[src/rtl/laser_feeder_if.sv]
// Host/LASER-facing signal bundle for laser_feeder.
// The feeder connects through the slave modport; the host/LASER side uses master.
interface laser_feeder_if;
    // host write port and run control
    logic       WR_EN;
    logic [5:0] WR_ADDR;
    logic [3:0] WR_X;
    logic [3:0] WR_Y;
    logic       START;
    logic       BUSY;

    // stream towards LASER
    logic       LRST;
    logic [3:0] X;
    logic [3:0] Y;
    logic       XY_VLD;

    // result coming back from LASER
    logic [3:0] C1X;
    logic [3:0] C1Y;
    logic [3:0] C2X;
    logic [3:0] C2Y;
    logic       DONE;

    // captured and scored results
    logic [3:0] RES_C1X;
    logic [3:0] RES_C1Y;
    logic [3:0] RES_C2X;
    logic [3:0] RES_C2Y;
    logic [5:0] COVER;
    logic       RES_VALID;
    logic       TIMEOUT_ERR;

    modport master (
        output WR_EN, WR_ADDR, WR_X, WR_Y, START,
        output C1X, C1Y, C2X, C2Y, DONE,
        input  BUSY, LRST, X, Y, XY_VLD,
        input  RES_C1X, RES_C1Y, RES_C2X, RES_C2Y, COVER, RES_VALID, TIMEOUT_ERR
    );

    modport slave (
        input  WR_EN, WR_ADDR, WR_X, WR_Y, START,
        input  C1X, C1Y, C2X, C2Y, DONE,
        output BUSY, LRST, X, Y, XY_VLD,
        output RES_C1X, RES_C1Y, RES_C2X, RES_C2Y, COVER, RES_VALID, TIMEOUT_ERR
    );
endinterface

[src/rtl/laser_feeder.sv]
// Buffers a 40-point pattern, streams it into LASER, captures the two centers and
// scores coverage. Coverage scoring is compiled in only when LASER_SCORE_EN is defined.
module laser_feeder #(
    parameter int LEAD    = 1,
    parameter int TIMEOUT = 1023
) (
    input  logic          CLK,
    input  logic          RST,
    laser_feeder_if.slave bus
);
    typedef enum logic [2:0] {
        S_IDLE, S_LRST, S_LEAD, S_STREAM, S_WAIT, S_SCORE, S_REPORT
    } state_t;

    state_t     r_state;
    logic [7:0] r_buf [40];
    logic [9:0] r_cnt;
    logic [5:0] r_idx;
    logic       r_cap;
    logic       r_lrst;
    logic [3:0] r_x;
    logic [3:0] r_y;
    logic       r_xy_vld;
    logic       r_busy;
    logic       r_res_valid;
    logic       r_terr;
    logic [3:0] r_c1x;
    logic [3:0] r_c1y;
    logic [3:0] r_c2x;
    logic [3:0] r_c2y;
    logic [5:0] r_cover;

    logic       w_wr_ok;

    assign w_wr_ok = bus.WR_EN && (r_state == S_IDLE) && (bus.WR_ADDR < 6'd40);

    // Pattern storage has no reset so a mid-run abort keeps the loaded points.
    always_ff @(posedge CLK) begin
        if (w_wr_ok)
            r_buf[bus.WR_ADDR] <= {bus.WR_X, bus.WR_Y};
    end

`ifdef LASER_SCORE_EN
    logic [3:0] w_px;
    logic [3:0] w_py;
    logic [3:0] w_cx [2];
    logic [3:0] w_cy [2];
    logic [1:0] w_hit;

    assign w_px    = r_buf[r_idx][7:4];
    assign w_py    = r_buf[r_idx][3:0];
    assign w_cx[0] = r_c1x;
    assign w_cy[0] = r_c1y;
    assign w_cx[1] = r_c2x;
    assign w_cy[1] = r_c2y;

    genvar gi;
    generate
        for (gi = 0; gi < 2; gi++) begin : g_circle
            logic [3:0] w_dx;
            logic [3:0] w_dy;
            logic [7:0] w_dx2;
            logic [7:0] w_dy2;
            logic [8:0] w_d2;

            assign w_dx  = (w_px >= w_cx[gi]) ? (w_px - w_cx[gi]) : (w_cx[gi] - w_px);
            assign w_dy  = (w_py >= w_cy[gi]) ? (w_py - w_cy[gi]) : (w_cy[gi] - w_py);
            assign w_dx2 = {4'd0, w_dx} * {4'd0, w_dx};
            assign w_dy2 = {4'd0, w_dy} * {4'd0, w_dy};
            assign w_d2  = {1'b0, w_dx2} + {1'b0, w_dy2};
            assign w_hit[gi] = (w_d2 <= 9'd16);
        end
    endgenerate
`endif

    always_ff @(posedge CLK or posedge RST) begin
        if (RST) begin
            r_state     <= S_IDLE;
            r_cnt       <= '0;
            r_idx       <= '0;
            r_cap       <= 1'b0;
            r_lrst      <= 1'b1;
            r_x         <= '0;
            r_y         <= '0;
            r_xy_vld    <= 1'b0;
            r_busy      <= 1'b0;
            r_res_valid <= 1'b0;
            r_terr      <= 1'b0;
            r_c1x       <= '0;
            r_c1y       <= '0;
            r_c2x       <= '0;
            r_c2y       <= '0;
            r_cover     <= '0;
        end else begin
            r_res_valid <= 1'b0;
            case (r_state)
                S_IDLE: begin
                    if (bus.START) begin
                        r_state <= S_LRST;
                        r_busy  <= 1'b1;
                        r_terr  <= 1'b0;
                    end
                end
                S_LRST: begin
                    r_state  <= S_LEAD;
                    r_lrst   <= 1'b0;
                    r_x      <= r_buf[0][7:4];
                    r_y      <= r_buf[0][3:0];
                    r_xy_vld <= 1'b1;
                    r_cnt    <= '0;
                end
                S_LEAD: begin
                    if (r_cnt == 10'(LEAD - 1)) begin
                        r_state <= S_STREAM;
                        r_idx   <= 6'd1;
                        r_x     <= r_buf[1][7:4];
                        r_y     <= r_buf[1][3:0];
                    end else begin
                        r_cnt <= r_cnt + 10'd1;
                    end
                end
                S_STREAM: begin
                    if (r_idx == 6'd39) begin
                        r_state  <= S_WAIT;
                        r_xy_vld <= 1'b0;
                        r_cnt    <= '0;
                        r_cap    <= 1'b0;
                    end else begin
                        r_idx <= r_idx + 6'd1;
                        r_x   <= r_buf[r_idx + 6'd1][7:4];
                        r_y   <= r_buf[r_idx + 6'd1][3:0];
                    end
                end
                S_WAIT: begin
                    // After DONE, one capture cycle passes before leaving WAIT.
                    if (r_cap) begin
`ifdef LASER_SCORE_EN
                        r_state <= S_SCORE;
                        r_idx   <= '0;
                        r_cover <= '0;
`else
                        r_state     <= S_REPORT;
                        r_res_valid <= 1'b1;
`endif
                    end else if (bus.DONE) begin
                        r_cap <= 1'b1;
                        r_c1x <= bus.C1X;
                        r_c1y <= bus.C1Y;
                        r_c2x <= bus.C2X;
                        r_c2y <= bus.C2Y;
                    end else if (r_cnt == 10'(TIMEOUT)) begin
                        r_state     <= S_REPORT;
                        r_res_valid <= 1'b1;
                        r_terr      <= 1'b1;
                        r_c1x       <= '0;
                        r_c1y       <= '0;
                        r_c2x       <= '0;
                        r_c2y       <= '0;
                        r_cover     <= '0;
                    end else begin
                        r_cnt <= r_cnt + 10'd1;
                    end
                end
`ifdef LASER_SCORE_EN
                S_SCORE: begin
                    if (|w_hit)
                        r_cover <= r_cover + 6'd1;
                    if (r_idx == 6'd39) begin
                        r_state     <= S_REPORT;
                        r_res_valid <= 1'b1;
                    end else begin
                        r_idx <= r_idx + 6'd1;
                    end
                end
`endif
                S_REPORT: begin
                    r_state <= S_IDLE;
                    r_busy  <= 1'b0;
                    r_lrst  <= 1'b1;
                end
                default: r_state <= S_IDLE;
            endcase
        end
    end

    assign bus.BUSY        = r_busy;
    assign bus.LRST        = r_lrst;
    assign bus.X           = r_x;
    assign bus.Y           = r_y;
    assign bus.XY_VLD      = r_xy_vld;
    assign bus.RES_C1X     = r_c1x;
    assign bus.RES_C1Y     = r_c1y;
    assign bus.RES_C2X     = r_c2x;
    assign bus.RES_C2Y     = r_c2y;
    assign bus.COVER       = r_cover;
    assign bus.RES_VALID   = r_res_valid;
    assign bus.TIMEOUT_ERR = r_terr;
endmodule

[src/flat_wrapper.sv]
// flat-port wrapper written by rule: the top's interface ports become plain ports
module laser_feeder_flat 
#(
    parameter int LEAD    = 1,
    parameter int TIMEOUT = 1023
)
  (CLK, RST, bus_WR_EN, bus_WR_ADDR, bus_WR_X, bus_WR_Y, bus_START, bus_C1X, bus_C1Y, bus_C2X, bus_C2Y, bus_DONE, bus_BUSY, bus_LRST, bus_X, bus_Y, bus_XY_VLD, bus_RES_C1X, bus_RES_C1Y, bus_RES_C2X, bus_RES_C2Y, bus_COVER, bus_RES_VALID, bus_TIMEOUT_ERR);
  laser_feeder_if bus_i ();
  input  logic CLK;
  input  logic RST;
  input wire logic [$bits(bus_i.WR_EN)-1:0] bus_WR_EN;
  input wire logic [$bits(bus_i.WR_ADDR)-1:0] bus_WR_ADDR;
  input wire logic [$bits(bus_i.WR_X)-1:0] bus_WR_X;
  input wire logic [$bits(bus_i.WR_Y)-1:0] bus_WR_Y;
  input wire logic [$bits(bus_i.START)-1:0] bus_START;
  input wire logic [$bits(bus_i.C1X)-1:0] bus_C1X;
  input wire logic [$bits(bus_i.C1Y)-1:0] bus_C1Y;
  input wire logic [$bits(bus_i.C2X)-1:0] bus_C2X;
  input wire logic [$bits(bus_i.C2Y)-1:0] bus_C2Y;
  input wire logic [$bits(bus_i.DONE)-1:0] bus_DONE;
  output wire logic [$bits(bus_i.BUSY)-1:0] bus_BUSY;
  output wire logic [$bits(bus_i.LRST)-1:0] bus_LRST;
  output wire logic [$bits(bus_i.X)-1:0] bus_X;
  output wire logic [$bits(bus_i.Y)-1:0] bus_Y;
  output wire logic [$bits(bus_i.XY_VLD)-1:0] bus_XY_VLD;
  output wire logic [$bits(bus_i.RES_C1X)-1:0] bus_RES_C1X;
  output wire logic [$bits(bus_i.RES_C1Y)-1:0] bus_RES_C1Y;
  output wire logic [$bits(bus_i.RES_C2X)-1:0] bus_RES_C2X;
  output wire logic [$bits(bus_i.RES_C2Y)-1:0] bus_RES_C2Y;
  output wire logic [$bits(bus_i.COVER)-1:0] bus_COVER;
  output wire logic [$bits(bus_i.RES_VALID)-1:0] bus_RES_VALID;
  output wire logic [$bits(bus_i.TIMEOUT_ERR)-1:0] bus_TIMEOUT_ERR;
  assign bus_i.WR_EN = bus_WR_EN;
  assign bus_i.WR_ADDR = bus_WR_ADDR;
  assign bus_i.WR_X = bus_WR_X;
  assign bus_i.WR_Y = bus_WR_Y;
  assign bus_i.START = bus_START;
  assign bus_i.C1X = bus_C1X;
  assign bus_i.C1Y = bus_C1Y;
  assign bus_i.C2X = bus_C2X;
  assign bus_i.C2Y = bus_C2Y;
  assign bus_i.DONE = bus_DONE;
  assign bus_BUSY = bus_i.BUSY;
  assign bus_LRST = bus_i.LRST;
  assign bus_X = bus_i.X;
  assign bus_Y = bus_i.Y;
  assign bus_XY_VLD = bus_i.XY_VLD;
  assign bus_RES_C1X = bus_i.RES_C1X;
  assign bus_RES_C1Y = bus_i.RES_C1Y;
  assign bus_RES_C2X = bus_i.RES_C2X;
  assign bus_RES_C2Y = bus_i.RES_C2Y;
  assign bus_COVER = bus_i.COVER;
  assign bus_RES_VALID = bus_i.RES_VALID;
  assign bus_TIMEOUT_ERR = bus_i.TIMEOUT_ERR;
  laser_feeder #(.LEAD(LEAD), .TIMEOUT(TIMEOUT)) u_core (.CLK(CLK), .RST(RST), .bus(bus_i));
endmodule
[config.mk]
export PLATFORM = sky130hd
export DESIGN_NAME = laser_feeder_flat
export DESIGN_NICKNAME = d
export VERILOG_FILES = /design/src/rtl/laser_feeder_if.sv /design/src/rtl/laser_feeder.sv /design/src/flat_wrapper.sv
export SDC_FILE = /design/constraint.sdc
export NUM_CORES = 1
export LEC_CHECK = 0
export ABC_AREA = 0
export BUFFER_PORTS_ARGS = -buffer_cell sky130_fd_sc_hd__buf_2
export CAP_MARGIN = 10
export CORE_MARGIN = 2
export CORE_UTILIZATION = 60
export CTS_CLUSTER_DIAMETER = 150
export DETAILED_ROUTE_END_ITERATION = 8
export PLACE_DENSITY_LB_ADDON = 0.08
export SLEW_MARGIN = 20
export SYNTH_ARGS = -nofsm -noshare
export SYNTH_HDL_FRONTEND = slang
export SYNTH_SLANG_ARGS = --single-unit
[constraint.sdc]
create_clock -name CLK -period 6.6 [get_ports CLK]
set_clock_uncertainty 0.2 [all_clocks]
set_input_delay 0.66 -clock CLK [delete_from_list [all_inputs] [get_ports CLK]]
set_output_delay 0.66 -clock CLK [all_outputs]
set_load 0.01 [all_outputs]
# == Yosys cells after proc, flatten, opt, wreduce, memory -nomap -nowiden ==
# Memories as Yosys holds them, arrays and structs flattened.
# Cells that the tools add are included.
# word_totals
regBits,49
ram_bits,320
inputBits,35
mem_count,1
# memory_table
name,words,word_bits,rd,rd_ports_with_merged_regs,wr,line_no,source
u_core.r_buf,40,8,3,0,1,laser_feeder.sv:16,logic [7:0] r_buf [40];
# classes
add_sub_neg,2
magnitude_cmp,1
n_eq_ne,18
mux,46
bitwise,1
reduce_logical,22
# ops
op,n
$mux W10,5
$pmux W10 S4,1
$mux W4,9
$pmux W4 S3,2
$mux W3,6
$pmux W3 S5,1
$mux W1,14
$reduce_bool A2 Y1,7
$mux W6,2
$ne A2 B2 Y1 const B,6
$pmux W6 S2,1
$add A10 B1 Y10 const B,1
$eq A10 B10 Y1 const B,1
$logic_not A10 Y1,1
$pmux W1 S2,5
$reduce_and A5 Y1,2
$reduce_and A3 Y1,3
$add A6 B1 Y6 const B,1
$eq A3 B2 Y1 const B,2
$eq A3 B3 Y1 const B,2
$eq A6 B6 Y1 const B,1
$lt A6 B6 Y1 const B,1
$ne A2 B1 Y1 const B,3
$reduce_and A2 Y1,3
other kinds (9),10

# == Depth between registers and ports, before layout ==
# logic_depth
ltp_word,5
ltp_mapped,10
ltp_nobuf,8

# == Least setup slack after synthesis ==
# OpenSTA, ideal clock, no wires.
# synth_timing
path_type,input to register
start,input port bus_WR_EN
end,memory u_core.r_buf[11][0] (enable)
arrival_time_ns,1.722
setup_slack_ns,4.308
path_stages,5
cell_sequence,nor2b_1 > and3b_1 > clkbuf_1 > nand3b_1 > nor2_1
# synth_between
elab_chain_len,4
# synth_rtl
item,line_no,source
from (decl),flat_wrapper.sv:11,input wire logic [$bits(bus_i.WR_EN)-1:0] bus_WR_EN;
$logic_and A1 B1 Y1 (2 in series),laser_feeder.sv:35,assign w_wr_ok = bus.WR_EN && (r_state == S_IDLE) && (bus.WR_ADDR < 6'd40);
$mux W1,laser_feeder.sv:39,if (w_wr_ok)
$mux W1 (implied by the code),laser_feeder.sv:40,"r_buf[bus.WR_ADDR] <= {bus.WR_X, bus.WR_Y};"
to (decl),laser_feeder.sv:16,
# Every way passes these cells.

# == Final worst setup path ==
# layout_timing
start,register u_core.r_idx[0]
end,register u_core.r_x[3] (netlist: u_core.bus.X[3])
# layout_between
elab_chain_len,4
elab_cells_between_ends,7
classes_between,add/sub (1); eq/ne (2); mux (2); reduce/logical (1); memory (1)
# layout_rtl
item,line_no,source
from (decl),laser_feeder.sv:18,logic [5:0] r_idx;
from (signal assigned),laser_feeder.sv:129,r_idx <= r_idx + 6'd1;
$add A6 B1 Y6,laser_feeder.sv:130,r_x <= r_buf[r_idx + 6'd1][7:4];
$mem_v2 Z40 W8,-,
$mux W4,laser_feeder.sv:123,if (r_idx == 6'd39) begin
$pmux W4 S3,laser_feeder.sv:96,case (r_state)
to (signal assigned),laser_feeder.sv:107,r_x <= r_buf[0][7:4];
to (signal assigned),laser_feeder.sv:116,r_x <= r_buf[1][7:4];
to (signal assigned),laser_feeder.sv:130,
to (decl),laser_feeder.sv:21,logic [3:0] r_x;
# Several ways; a longest one is shown, not always the timed one. The select of a mux whose other input is x is not followed.
# A chain may end at the register's enable or synchronous reset.

==> results_tabular.tex <==
\begin{tabular}{lr}
\hline
Metric & Value \\
\hline
\multicolumn{2}{l}{\textbf{Outcome}} \\
Result of the run & finished clean \\
\multicolumn{2}{l}{\textbf{Route}} \\
DRC violation count after routing & 0 \\
Final wirelength & 33,520 um \\
Vias per inst & 6.258 \\
Number of antenna-violating nets in the routed design & 0 \\
Initial DRT Pass Iterations & 5 \\
Avg WL per Cell & 24.47 um \\
First-iteration detailed-routing DRC count & 1,106 \\
Vias & 8,574 \\
\multicolumn{2}{l}{\textbf{Worst setup path}} \\
Type of element launching the critical path & register \\
Sort of element at the end of the critical path & register \\
Critical path data arrival time & 4240 ps \\
Top fanout value on the critical path & 36 \\
CP max stage cell & ha\_2 \\
CP peak stage delay & 880 ps \\
Kind of critical path & reg -> reg \\
Chain of cells forming the critical path & ha\_2 -> buf\_4 -> mux4\_2 -> mux2i\_1 -> a32o\_1 -> o2111ai\_1 -> and2\_1 \\
Endpoint required time on the critical path & 6810 ps \\
\multicolumn{2}{l}{\textbf{Timing}} \\
Final setup viols & 0 \\
Total count of hold-check failures in the final report & 0 \\
Final TNS setup & 0 ps \\
Final period util & 61.10\% \\
Final Critical Period & 4033 ps \\
Slew at the pin closest to its max-slew limit & 1084 ps \\
Worst slew margin & 27.48\% \\
Achievable Freq & 248.0 MHz \\
Number of max-slew violations in the final report & 0 \\
Unrepaired setup endpoints after global routing & false \\
\multicolumn{2}{l}{\textbf{Synth}} \\
Number of synthesized register bits & 369 \\
Post-synthesis simple-gate area fraction & 9.561\% \\
Mapped Area & 0.01518 mm\^{}2 \\
Synth Area in Compound Gates & 5.918\% \\
Synth warn & 0 \\
Dominant combinational cell family by area after synthesis & multiplexers \\
Syn Inst Count & 951 \\
Adder and majority cell fraction of the synthesized area & 0.2473\% \\
Multiplexer area fraction after synthesis & 10.15\% \\
Most used flip-flop cell after synthesis & edfxtp\_1 \\
Avg Synthesized Cell Area & 15.96 um\^{}2 \\
Number of flops mapped to enable cells by yosys & 320 \\
Number of unique standard cell types used by synthesis & 64 \\
Share of synthesized registers carrying an async set or reset & 13.28\% \\
Seq/Total Area, Yosys & 71.38\% \\
Post-Synth XOR/XNOR Area & 0.6346\% \\
\multicolumn{2}{l}{\textbf{Global routing}} \\
Met2 Resource Use GR & 39.45\% \\
Met1 Usage GRT & 39.60\% \\
Routing layer with the top usage in global route & met1 \\
Met3 global-route usage & 4.545\% \\
Number of antenna violations at the first check in global routing & 0 \\
Vias in the first global route & 8,453 \\
Total global-route track usage & 26.18\% \\
First-pass GRT wire length & 51,230 um \\
Remaining global-route overflow & 0 \\
Largest net degree at the start of global routing & 65 \\
\multicolumn{2}{l}{\textbf{Place}} \\
Final estimated routing congestion in global placement & 0.8600 \\
DP HPWL & 20,580 um \\
Total of buffers placed on input and output ports & 63 \\
Post-DP Area & 0.01569 mm\^{}2 \\
\multicolumn{2}{l}{\textbf{Layout}} \\
Total area of sequential cells & 0.01084 mm\^{}2 \\
Number of fill cells in the layout & 1,744 \\
Post-route core utilization & 67.32\% \\
Share of final-layout standard cells stronger than drive strength 1 & 20.38\% \\
Total area of multi-input combinational cells & 0.004073 mm\^{}2 \\
Final nets & 1,048 \\
Count of antenna diodes in the layout & 0 \\
Area growth from synthesis to layout & 11.02\% \\
Post-route standard cell area excluding fillers & 0.01685 mm\^{}2 \\
\multicolumn{2}{l}{\textbf{Pwr}} \\
Static Leak & 0.005842 uW \\
PD cells & 435.9 mW/mm\^{}2 \\
Worst IR drop on VDD & 0.0005531 V \\
\multicolumn{2}{l}{\textbf{Clock tree}} \\
Level count of the clock H-tree & 2 \\
Maximum root-to-sink buffer count & 3 \\
Number of clock sinks & 369 \\
Inserted Clock Buffers & 38 \\
Post-cts repair resize count & 0 \\
Buffer type at the clock tree root & clkbuf\_16 \\
Clock transition at path regs & 60 ps \\
Post-CTS setup repair buffer count & 0 \\
TritonCTS clock tree & yes \\
Insertion delay of the later-clocked pin in the worst-skew pair & 530 ps \\
Count of hold buffers inserted by post-cts repair & 0 \\
\multicolumn{2}{l}{\textbf{Floorplanning}} \\
Std cell rows & 58 \\
Die boundary height & 163.1 um \\
Horizontal die dimension & 163.1 um \\
Core outline area & 0.02504 mm\^{}2 \\
Starting Density & 60.63\% \\
Total Die Area & 0.02659 mm\^{}2 \\
Total I/O pin count & 70 \\
\multicolumn{2}{l}{\textbf{Run}} \\
Max-cap check violation count & 0 \\
\multicolumn{2}{l}{\textbf{Worst hold path}} \\
Worst min-delay path class & in -> async \\
\hline
\end{tabular}
[critical path, delay by kind of cell (launching register included)]
| kind | cells | cell delay (ps) |
|---|---|---|
| compound gates | 2 | 430 |
| fa+ha+maj | 1 | 880 |
| flops | 1 | 870 |
| mux | 2 | 710 |
| simple gates | 1 | 230 |
| buf+inv | 1 | 570 |
[layout by cell type, fill, tap and decap left out, types with 3 or more instances in the layout]
cell       count
o21ai_0       16
nand2b_1       3
nand2_1      147
clkbuf_16     39
nor2b_1        8
clkinv_1       9
buf_4          4
clkbuf_1       8
nand3_1       38
buf_2         63
a22o_1        16
conb_1         6
a21oi_1       14
o21ai_1        8
inv_1          4
clkbuf_8       3
xnor2_1        3
o31ai_2        5
and2_1         9
o2111ai_1      8
dfrtp_1       47
a31oi_1       18
nor2_1        66
mux2i_1       10
and3_1        14
nor3_1         3
nand3b_1       6
mux4_2        64
nand4_1       10
o22ai_1        9
clkinv_2       9
a32o_1         9
edfxtp_1     320
[area by class of cell]
type | instances | area share (%)
flip-flops and latches | 369 | 64.32
well taps | 330 | 2.450
inverters | 7 | 0.1633
clock inverters | 20 | 0.6385
repair buffers | 67 | 2.049
clock buffers | 50 | 6.214
multi-input cells | 527 | 24.16
[per-layer routing]
layer  share of wire [%]  wire (um)  vias to the layer above
met5                   0          0                        -
met4                 3.1       1051                        0
met3                 8.2       2744                       66
met2                  46      15480                      388
met1                  43      14250                     4319
li1                    -          -                     3801
[kinds of logic after synthesis]
| kind of cell | count (synthesis) |
|---|---|
| flops | 369 |
| simple gates | 318 |
| compound gates | 118 |
| mux | 74 |
| buf+inv | 60 |
| xor+xnor | 8 |
| fa+ha+maj | 3 |
| other cells | 1 |
[worst paths after layout]
| kind | startpoint | end | slack (ps) | cells past startpoint |
|---|---|---|---|---|
| min | RST | u_core.bus.RES_C2X[3]$_DFFE_PP0P_ | 90 | 2 |
| max reg2reg | u_core.r_idx[0]$_DFFE_PP0P_ | u_core.bus.X[3]$_DFFE_PP0P_ | 2570 | 7 |
| max in group asynchronous | RST | u_core.r_idx[0]$_DFFE_PP0P_ | 5520 | 2 |
| min in group CLK | bus_C1Y[0] | u_core.bus.RES_C1Y[0]$_DFFE_PP0P_ | 160 | 2 |
| max | u_core.r_idx[0]$_DFFE_PP0P_ | u_core.bus.X[3]$_DFFE_PP0P_ | 2570 | 7 |
| min reg2reg | u_core.bus.RES_C2X[1]$_DFFE_PP0P_ | u_core.bus.RES_C2X[1]$_DFFE_PP0P_ | 300 | 1 |
[per-stage QoR]
step	total power (uW)	hold WS, ps	setup WS [ps]	cells
floorplan	4611	292.1	4308	956
global placement	5368	283.5	2618	1300
detailed placement	5383	286.8	2585	1300
CTS	7366	154.0	2562	1370
global route	7705	158.5	2412	1370
finish	7347	92.77	2567	1370
[registers in the layout, indices dropped and copies added, names as in the netlist, 3 cells and up]
register,count
u_core.bus.RES_C2X,4
u_core.bus.RES_C1X,4
u_core.r_buf,320
u_core.r_state,3
u_core.r_cnt,10
u_core.bus.RES_C1Y,4
u_core.bus.X,4
u_core.r_idx,6
u_core.bus.RES_C2Y,4
u_core.bus.Y,4
[report_power, final]
group	switching [uW]	internal [uW]	leakage [uW]
Combinational	1540	1060	0.00177
Sequential	153	2600	0.00350
Clock	864	1120	0.000573
[cells in the mapped netlist, drive strengths merged, types with 2 or more instances]
master   count  area [um^2]
nor2        66        247.7
nor4         2        18.77
dfrtp       48         1201
or3b         2        17.52
and2         9        56.30
nor2b        8        50.05
and3        14        87.58
nor3         4        25.02
a21boi       2        26.28
a21oi       15        78.83
buf         36        225.2
edfxtp     320         9609
xor2         4        42.55
o2111ai      8        70.07
ha           3        37.54
o22ai        9        56.30
a31oi       18        112.6
o211a        2        20.02
xnor2        4        53.81
o31ai        6        70.07
nand2b       3        18.77
a22o        16        140.1
inv          7        26.28
nand4       10        62.56
mux2i       10        100.1
clkbuf      17        63.81
a32o         9        90.09
o21ai       25        136.4
mux4        64         1441
nand3       39        200.2
nand3b       6        45.04
nand2      148        563.0
Note: power is estimated with default switching activity, not from simulation.
